`src/rtl/deser_pkg.sv`:
```
// Shared types and helpers for the parametrised deserializer.
// Holds the bit-order enum and the derivation of the count/mod width.
package deser_pkg;

  typedef enum logic {
    LSB_FIRST = 1'b0,
    MSB_FIRST = 1'b1
  } bit_order_e;

  // Wide enough to hold the values 0..w, because mod can equal the full width.
  function automatic int cnt_w(input int w);
    return $clog2(w + 1);
  endfunction

endpackage

```
`src/rtl/deser_bit_cnt.sv`:
```
// Bit position counter for the deserializer.
// Counts 0..DATA_W-1, wraps at the top, and can be cleared early on a flush.
module deser_bit_cnt
  import deser_pkg::*;
#(
  parameter  int DATA_W = 16,
  localparam int CNT_W  = cnt_w(DATA_W)
) (
  input  logic             clk_i,
  input  logic             srst_i,
  input  logic             inc_i,
  input  logic             clr_i,
  output logic [CNT_W-1:0] cnt_o,
  output logic             last_pos_o
);

  localparam logic [CNT_W-1:0] TOP_POS = CNT_W'(DATA_W - 1);

  logic [CNT_W-1:0] r_cnt;

  always_ff @(posedge clk_i) begin
    if (srst_i || clr_i) begin
      r_cnt <= '0;
    end else if (inc_i) begin
      if (r_cnt == TOP_POS) begin
        r_cnt <= '0;
      end else begin
        r_cnt <= r_cnt + CNT_W'(1);
      end
    end
  end

  assign cnt_o      = r_cnt;
  assign last_pos_o = (r_cnt == TOP_POS);

endmodule

```
`src/rtl/deser_param.sv`:
```
// Parametrised serial-to-parallel converter with selectable bit order.
// A partial word is flushed by data_last_i; deser_data_mod_o reports how many bits are valid.
module deser_param
  import deser_pkg::*;
#(
  parameter  int DATA_W    = 16,
  parameter  bit MSB_FIRST = 1'b0,
  localparam int CNT_W     = cnt_w(DATA_W)
) (
  input  logic              clk_i,
  input  logic              srst_i,
  input  logic              data_i,
  input  logic              data_val_i,
  input  logic              data_last_i,
  output logic [DATA_W-1:0] deser_data_o,
  output logic [CNT_W-1:0]  deser_data_mod_o,
  output logic              deser_data_val_o
);

  localparam bit_order_e       ORDER   = bit_order_e'(MSB_FIRST);
  localparam logic [CNT_W-1:0] TOP_POS = CNT_W'(DATA_W - 1);

  logic [CNT_W-1:0]  w_cnt;
  logic              w_last_pos;
  logic              w_done;
  logic              w_flush;
  logic [CNT_W-1:0]  w_pos;
  logic [DATA_W-1:0] w_word;

  logic [DATA_W-1:0] r_shift;
  logic [DATA_W-1:0] r_data;
  logic [CNT_W-1:0]  r_mod;
  logic              r_val;

  // A flush clears the counter; a full word wraps it, so both restart at bit 0.
  assign w_flush = data_val_i && data_last_i;
  assign w_done  = data_val_i && (w_last_pos || data_last_i);

  deser_bit_cnt #(
    .DATA_W (DATA_W)
  ) u_bit_cnt (
    .clk_i      (clk_i),
    .srst_i     (srst_i),
    .inc_i      (data_val_i),
    .clr_i      (w_flush),
    .cnt_o      (w_cnt),
    .last_pos_o (w_last_pos)
  );

  // Bits are written in place rather than shifted, so partial words come out
  // right-aligned for LSB-first and left-aligned for MSB-first with zero fill.
  always_comb begin
    w_pos = (ORDER == deser_pkg::MSB_FIRST) ? (TOP_POS - w_cnt) : w_cnt;
    w_word = r_shift;
    w_word[w_pos] = data_i;
  end

  always_ff @(posedge clk_i) begin
    if (srst_i) begin
      r_shift <= '0;
      r_data  <= '0;
      r_mod   <= '0;
      r_val   <= 1'b0;
    end else begin
      r_val <= 1'b0;
      if (data_val_i) begin
        if (w_done) begin
          r_data  <= w_word;
          r_mod   <= w_cnt + CNT_W'(1);
          r_val   <= 1'b1;
          r_shift <= '0;
        end else begin
          r_shift <= w_word;
        end
      end
    end
  end

  assign deser_data_o     = r_data;
  assign deser_data_mod_o = r_mod;
  assign deser_data_val_o = r_val;

endmodule

```
`config.mk`:
```
export PLATFORM = sky130hd
export DESIGN_NAME = deser_param
export DESIGN_NICKNAME = d
export VERILOG_FILES = /design/src/rtl/deser_pkg.sv /design/src/rtl/deser_bit_cnt.sv /design/src/rtl/deser_param.sv
export SDC_FILE = /design/constraint.sdc
export NUM_CORES = 1
export LEC_CHECK = 0
export BUFFER_PORTS_ARGS = -buffer_cell sky130_fd_sc_hd__buf_4
export CAP_MARGIN = 15
export CELL_PAD_IN_SITES_DETAIL_PLACEMENT = 1
export CELL_PAD_IN_SITES_GLOBAL_PLACEMENT = 2
export CORE_UTILIZATION = 34
export CTS_CLUSTER_SIZE = 14
export DETAILED_ROUTE_END_ITERATION = 16
export HOLD_SLACK_MARGIN = 0.12
export MAX_ROUTING_LAYER = met4
export PLACE_DENSITY = 0.77
export SYNTH_ARGS = -nofsm -noshare
export SYNTH_HDL_FRONTEND = slang
export SYNTH_HIERARCHICAL = 1
export SYNTH_SLANG_ARGS = --single-unit
```
`constraint.sdc`:
```
create_clock -name clk_i -period 3.48 [get_ports clk_i]
set_input_delay 0.174 -clock clk_i [delete_from_list [all_inputs] [get_ports clk_i]]
set_output_delay 0.174 -clock clk_i [all_outputs]
set_load 0.03 [all_outputs]
```
**Yosys cells after proc, flatten, opt, wreduce, memory -nomap -nowiden**

Cells that the tools add are included.

- Bits in registers: 43
- Input bits: 5
- Output and inout bits: 22
- Logic and storage cells: 23

- Add/sub/neg operators: 1
- $lt $le $gt $ge: 2
- Eq/ne operators: 1
- Multiplexer cells: 6
- Bitwise operators: 1
- Reduce and logical (&&, ||, !) cells: 7

Operators by type and width:

| cell | count |
|---|---|
| $bwmux 16 | 1 |
| $mux 16 | 1 |
| $add 5x1->5 const B | 1 |
| $eq 5x4->1 const B | 1 |
| $ge 5x1->1 const B | 1 |
| $lt 5x5->1 const B | 1 |
| $mux 5 | 1 |
| $demux 1 s4 | 1 |
| $logic_and 1x1->1 | 3 |
| $logic_or 1x1->1 | 2 |
| $mux 1 | 2 |
| $reduce_and 2->1 | 1 |
| $reduce_or 2->1 | 1 |
| $not 1->1 | 1 |

**Depth between registers and ports, before layout**

Gate-level depths: netlist (run 1).

- Word-level depth: 6
- Mapped depth: 8
- Gate-level depth less buffers: 6

**Cells and area by module**

Netlist (run 1), hierarchy kept.

Modules (own cells, without submodules):

| module | instances | cells an instance | area each (µm²) | seq. area each (µm²) |
|---|---|---|---|---|
| deser_param | 1 | 183 | 1901.8 | 760.7 |
| deser_bit_cnt | 1 | 25 | 239.0 | 100.1 |

**Least setup slack after synthesis (run 1)**

OpenSTA, ideal clock, no wires.

- Path type: register to register
- Start point: reg u_bit_cnt.r_cnt[0] (netlist: u_bit_cnt/cnt_o[0])
- End point: reg r_shift[5]
- Library setup time: 0.059 ns
- Arrival time: 1.722 ns
- Data required time: 3.421 ns
- Slack: 1.699 ns
- Cell stages (with the launch flop): 9
- Buffers on the path: 2
- Period minus slack after synthesis: 1.781 ns
- Cells stage by stage: dfxtp_1 ha_1 nand4b_2 inv_1 or3_1 buf_2 nor2_4 buf_4 a22o_1

- Elaborated cells on any way between the ends: 10
- Those cells by class: order compare: 2; eq/ne: 1; mux: 4; reduce/logical: 3

RTL lines:

| what | RTL line | source |
|---|---|---|
| start, declared | deser_bit_cnt.sv:19 | `logic [CNT_W-1:0] r_cnt;` |
| start signal, assigned | deser_bit_cnt.sv:28 | `r_cnt <= r_cnt + CNT_W'(1);` |
| $eq 5x4->1 | deser_bit_cnt.sv:34 | `assign last_pos_o = (r_cnt == TOP_POS);` |
| net w_last_pos | deser_param.sv:24 | `logic w_last_pos;` |
| $logic_or 1x1->1 | deser_param.sv:37 | `assign w_done = data_val_i && (w_last_pos \|\| data_last_i);` |
| $logic_and 1x1->1 | deser_param.sv:37 |  |
| $mux 16 | deser_param.sv:67 | `if (w_done) begin` |
| end signal, assigned | deser_param.sv:73 | `r_shift <= w_word;` |
| end, declared | deser_param.sv:30 | `logic [DATA_W-1:0] r_shift;` |

The timed path passes the listed nets, and every way through them passes these cells.
A chain may end at the register's enable or synchronous reset.

**Worst setup path after layout (run 1)**

- Start point: reg u_bit_cnt.r_cnt[4] (netlist: u_bit_cnt/cnt_o[4])
- End point: reg r_shift[4]

The elaborated chain is that of the path after synthesis.

==> impl_metrics.csv, run 1 <==
group,metric,value,unit
sta,setup_tns,0,ns
synthesis,synth_area,2141,sq um
drt,via_count,1573,
critical_path,critPathMaxFanout,18,
drt,wl_per_cell,16.23,um
drt,dr.pass1.iters,4,
sta,finalMaxSlewViolations,0,
layout,syn2layout_area_growth,13.97,%
critical_path,r2r_setup_slack,1.03,ns
placed_design,port-buffer-count,26,
sta,worst_slew_pin_slew,0.9146,ns
synthesis,netlist_instances,208,
cts,cts_buffers,5,
synthesis,synthTopCellsByArea,"dfxtp_1 40%, mux2i_1 7.9%, a211oi_1 7.0%, a22o_1 5.7%, and4bb_4 4.6%",
critical_path,crit_required,3.73,ns
drt,drc,0,
hold_path,min_from,"data_val_i",
cts,cts_tree,"built",
synthesis,synthMuxAreaShare,7.949,%
synthesis,synth_simple_gate_area_share,22.15,%
flow_run,drv_cap,0,
sta,rsz0062_at_grt,"false",
floorplan,dieArea,6618,sq um
sta,timing.final.crit_share,70.28,%
sta,setup_violations,0,
drt,ant_nets,0,
sta,slew_headroom,38.95,%
cts,cts.sinks,43,
synthesis,synth_area_leader_cell,"dfxtp_1",
synthesis,synth_compound_area_share,19.11,%
synthesis,syn_avg_cell_area,10.29,sq um
power_and_ir_drop,leakagePower,0.9147,nW
synthesis,ys_ff_latch,43,
critical_path,critical_path.startpoint_type,"flip-flop",
placed_design,gp_congestion,0.7571,
floorplan,die-height,81.35,um
power_and_ir_drop,p_per_area,404.4,nW/um^2
global_routing,grtUsageTotal,16.86,%
sta,fin_skew,0.01014,ns
layout,antenna_cells,0,
floorplan,core_area,5991,sq um
global_routing,grt_pass1_wl,7976,um
layout,layout.nets,238,
synthesis,synth_top_area_share,40.21,%
critical_path,r2r_start,"u_bit_cnt/cnt_o[4]$_SDFFE_PP0P_",
synthesis,syn-num-nets,220,
synthesis,async_flop_share,0,%
synthesis,seq_area_frac_synth,40.21,%
cts,cts-root-buf,"clkbuf_8",
synthesis,synthTopCellsByCount,"43 x dfxtp_1, 23 x nor2_1, 20 x a211oi_1",
synthesis,ys_warn_count,6,
drt,drtIter0Drc,52,
critical_path,arrival,2.70,ns
synthesis,synthMostInstantiatedCell,"dfxtp_1",
sta,period_needed,2.446,ns
cts,h-tree-depth,2,
floorplan,ioPinCount,27,
floorplan,initial_core_util,35.74,%
cts,cts_setup_buffers,0,
hold_path,hold_path_end,"u_bit_cnt/cnt_o[4]$_SDFFE_PP0P_",
hold_path,whs_path_depth,2,
floorplan,rows,28,
power_and_ir_drop,vdd_drop_max,0.1608,mV
global_routing,grt_pass1_vias,1493,
synthesis,synth_flop_cell,"dfxtp_1",
drt,wirelength,4901,um
synthesis,synthXorXnorAreaFrac,1.227,%
sta,final-hold-violation-count,0,
cts,clockBufferDepth,2,
cts,hold_buffers,0,
critical_path,ff2ff_path_depth,5,
global_routing,antenna_found_initial,0,
hold_path,hold_path.class,"in2reg",
critical_path,worstSetupEndpointType,"flip-flop",
layout,drive_gt1_share,24.23,%
floorplan,die_w,81.35,um
critical_path,crit_type,"reg2reg",
synthesis,synthAdderAreaFrac,4.091,%
cts,cts.repair.resized,0,
synthesis,synth_edf_count,0,
cts,clock_latency,0.31,ns
power_and_ir_drop,finalPower,0.9866,mW
cts,path_clk_slew,0.09,ns
synthesis,synth_top_family_by_area,"simple AND/OR/NAND/NOR gates",
placed_design,dpl.hpwl,3294,um
drt,viasPerCell,5.209,
global_routing,grt_overflow_total,0,
critical_path,r2r-end,"r_shift[4]$_SDFFE_PP0P_",
global_routing,grt_max_degree,29,
outcome,outcome,"finished clean",
sta,max_clock_freq,0.4088,GHz
synthesis,ys_types,43,
-- how the worst max path moves through the flow --
stage | from | cells after the start | slack, ns | endpoint
finish | u_bit_cnt/cnt_o[4]$_SDFFE_PP0P_ | 5 | 1.03 | r_shift[4]$_SDFFE_PP0P_
global route | u_bit_cnt/cnt_o[4]$_SDFFE_PP0P_ | 5 | 0.86 | r_shift[10]$_SDFFE_PP0P_
CTS | u_bit_cnt/cnt_o[4]$_SDFFE_PP0P_ | 5 | 1.06 | r_shift[8]$_SDFFE_PP0P_
detailed placement | u_bit_cnt/cnt_o[4]$_SDFFE_PP0P_ | 5 | 1.09 | r_shift[9]$_SDFFE_PP0P_
global placement | u_bit_cnt/cnt_o[4]$_SDFFE_PP0P_ | 5 | 1.16 | r_shift[1]$_SDFFE_PP0P_
floorplan | u_bit_cnt/cnt_o[0]$_SDFFE_PP0P_ | 8 | 1.70 | r_shift[5]$_SDFFE_PP0P_
-- state kept, by name, summed over array words and instances (netlist names) --
name	cells
deser_data_mod_o	5
deser_data_o	16
deser_data_val_o	1
r_shift	16
u_bit_cnt/cnt_o	5
-- cell type report --
cell class,instances,area [sq um]
Clock buffer,5,68.82
Clock inverter,3,23.77
Fill cell,696,3551
Inverter,4,15.01
Multi-Input combinational cell,144,1167
Sequential cell,43,860.8
Tap cell,75,93.84
Timing Repair Buffer,28,210.2
-- cell usage in the layout (no fill, tap or decap), drive strengths merged, types with 2 or more instances in the layout --
cell type  instances
nor2              24
a211oi            20
nor4b              4
ha                 7
inv                5
and4bb             8
nand3              2
mux2i             17
xor2               2
dfxtp             43
a22o              15
clkbuf             5
nor3               2
nand2              4
and4b              3
buf               28
and3               2
o21ai             15
clkinvlp           2
nor2b              2
-- cells by family after synthesis --
group                      Yosys count
xor gates and xnor gates             3
adders and majority gates            7
DFF                                 43
AOI/OAI and AO/OA                   57
and+or+nand+nor                     60
buffers and inverters               21
muxes                               17
-- per-layer routing --
metal	share of wire [%]	track usage, %	routed length, um	vias to the layer above
met5	0	-	0	-
met4	1.9	8.036	95	0
met3	3.4	3.820	169	7
met2	41	23.00	1995	25
met1	54	23.08	2640	737
li1	-	-	-	804
-- report_power, final --
part	switching (mW)	leakage (nW)	internal (mW)
combinational	0.0812	0.524	0.0481
clock	0.194	0.0408	0.144
sequential	0.0115	0.350	0.508
total	0.287	0.915	0.700
-- worst max-delay path, cell delays in order (launching register included) --
cell and delay [ns]:
dfxtp_1 0.79, nand4b_2 0.29, inv_1 0.10, or3_1 0.58, nor2_4 0.40, a22o_1 0.21
-- through the flow --
stage	hold WS (ns)	area [sq um]	cells	worst slack (ns)	util [%]
global route	0.2071	2440	302	0.8581	40.73
floorplan	0.2456	2141	208	1.699	-
global placement	0.4408	2347	294	1.159	39.18
detailed placement	0.4553	2347	294	1.089	39.18
CTS	0.1665	2440	302	1.064	40.73
finish	0.1801	2440	302	1.034	40.73
Power figures use the tool's default switching activity.
==> inputs of run 2 (changes only) <==
==> constraint.sdc (replaced) <==
create_clock -name clk_i -period 2.5 [get_ports clk_i]
set_input_delay 0.125 -clock clk_i [delete_from_list [all_inputs] [get_ports clk_i]]
set_output_delay 0.125 -clock clk_i [all_outputs]
set_load 0.03 [all_outputs]
==> impl_metrics.csv, run 2 (same netlist as run 1, synthesis figures left out) <==
group,metric,value,unit
sta,hold-worst-slack,0.1492,ns
placed_design,gp_congestion,0.7510,
sta,max_clock_freq,0.4831,GHz
cts,cts_setup_buffers,0,
layout,layout.nets,242,
global_routing,grt_pass1_wl,7631,um
power_and_ir_drop,power_frac_comb,12.4,%
layout,syn2layout_area_growth,16.31,%
sta,worst_slew_pin_slew,0.3936,ns
drt,wl_per_cell,15.72,um
flow_run,drv_cap,0,
power_and_ir_drop,vdd_drop_max,0.2171,mV
cts,cts.sinks,43,
power_and_ir_drop,finalPower,1.465,mW
sta,fin_skew,0.01216,ns
drt,drtIter0Drc,77,
layout,final_cell_mix,"43 x dfxtp_1, 32 x buf_4, 23 x nor2_1",
drt,viasPerCell,5.219,
floorplan,initial_core_util,35.74,%
placed_design,port-buffer-count,26,
cts,hold_buffers,0,
power_and_ir_drop,switching_share,26.73,%
power_and_ir_drop,clkPwrFrac,38.3,%
layout,final_util,41.56,%
global_routing,grt_pass1_vias,1415,
critical_path,worstSetupEndpointType,"flip-flop",
floorplan,die_w,81.35,um
cts,cts-root-buf,"clkbuf_8",
layout,n_fill_cell,674,
cts,h-tree-depth,2,
critical_path,crit_required,2.75,ns
floorplan,die-height,81.35,um
critical_path,critical_path.startpoint_type,"flip-flop",
drt,wirelength,4810,um
power_and_ir_drop,netSwitchingPower,0.3915,mW
cts,cts_tree,"built",
cts,path_clk_slew,0.09,ns
power_and_ir_drop,leakagePower,0.9529,nW
placed_design,dpl.hpwl,3174,um
drt,drc,0,
critical_path,critPathMaxFanout,15,
cts,clock_latency,0.31,ns
critical_path,crit_type,"reg2reg",
global_routing,grtUsageTotal,15.97,%
floorplan,rows,28,
sta,rsz0062_at_grt,"false",
cts,cts_buffers,5,
hold_path,hold_path.class,"in2reg",
power_and_ir_drop,p_seq_share,49.3,%
sta,timing.final.crit_share,82.80,%
drt,dr.pass1.iters,4,
global_routing,grt_overflow_total,0,
power_and_ir_drop,p_int,1.073,mW
sta,period_needed,2.070,ns
critical_path,arrival,2.32,ns
global_routing,antenna_found_initial,0,
sta,setup_violations,0,
global_routing,grt_max_degree,29,
sta,setup_tns,0,ns
sta,final-hold-violation-count,0,
floorplan,ioPinCount,27,
cts,cts.repair.resized,0,
power_and_ir_drop,p_per_area,588.3,nW/um^2
floorplan,core_area,5991,sq um
sta,slew_headroom,73.70,%
cts,clockBufferDepth,2,
floorplan,dieArea,6618,sq um
layout,drive_gt1_share,25.54,%
drt,ant_nets,0,
sta,finalMaxSlewViolations,0,
drt,via_count,1597,
layout,antenna_cells,0,
outcome,outcome,"finished clean",
layout,layout_commonest_cell,"dfxtp_1",
run 2: changes by cell type in the layout (fill, tap and decap cells not counted):
cell,previous run,this run
buf_4,28,32
bufinv_16,0,1
clkinv_2,0,1
clkinv_4,0,1
clkinvlp_4,2,0
inv_6,1,0
run 2: metrics by stage:
step                      setup WS, ns  cell area (sq um)  instances
after global routing            0.3297               2490        306
after detailed placement        0.4523               2377        298
after global placement          0.5168               2377        298
after CTS                       0.4409               2490        306
final                           0.4299               2490        306
after floorplan                 0.7194               2141        208
run 2: worst paths after layout:
kind                                   startpoint                       end  slack, ns  depth (start not counted)
setup / recovery  u_bit_cnt/cnt_o[0]$_SDFFE_PP0P_   r_shift[3]$_SDFFE_PP0P_       0.43                          6
hold / removal                        data_last_i  r_shift[15]$_SDFFE_PP0P_       0.15                          4
setup reg to reg  u_bit_cnt/cnt_o[0]$_SDFFE_PP0P_   r_shift[3]$_SDFFE_PP0P_       0.43                          6
hold reg to reg          r_shift[15]$_SDFFE_PP0P_  r_shift[15]$_SDFFE_PP0P_       0.46                          2
run 2: metal layers:
layer  vias up  GRT usage [%]  part of all wire [%]
met4         0          5.893                   1.2
li1        816              -                     -
met5         -              -                     0
met1       748          21.56                    51
met2        27          22.92                    44
met3         6          3.708                   3.4
run 2: area by class of cell:
cell class	instances	area, sq um	area share (%)
repair buffers	32	240.2	9.648
clock inverters	3	43.79	1.759
multi-input cells	144	1167	46.88
inverters	4	15.01	0.6030
well taps	75	93.84	3.769
clock buffers	5	68.82	2.764
flip-flops and latches	43	860.8	34.57
run 2: power groups by stage:
stage	sequential [mW]	clock, mW	combinational [mW]
3_5_place_dp	0.739	0	0.184
6_report	0.723	0.561	0.182
2_1_floorplan	0.776	0	0.0836
5_1_grt	0.726	0.612	0.199
4_1_cts	0.723	0.576	0.184
3_3_place_gp	0.739	0	0.181
run 2: worst max-delay path, cell delays in order, from the launching register on:
cell and delay [ns]:
dfxtp_1 0.41, ha_1 0.28, nand4b_2 0.13, inv_1 0.09, or3_1 0.50, nor2_4 0.39, a22o_1 0.21
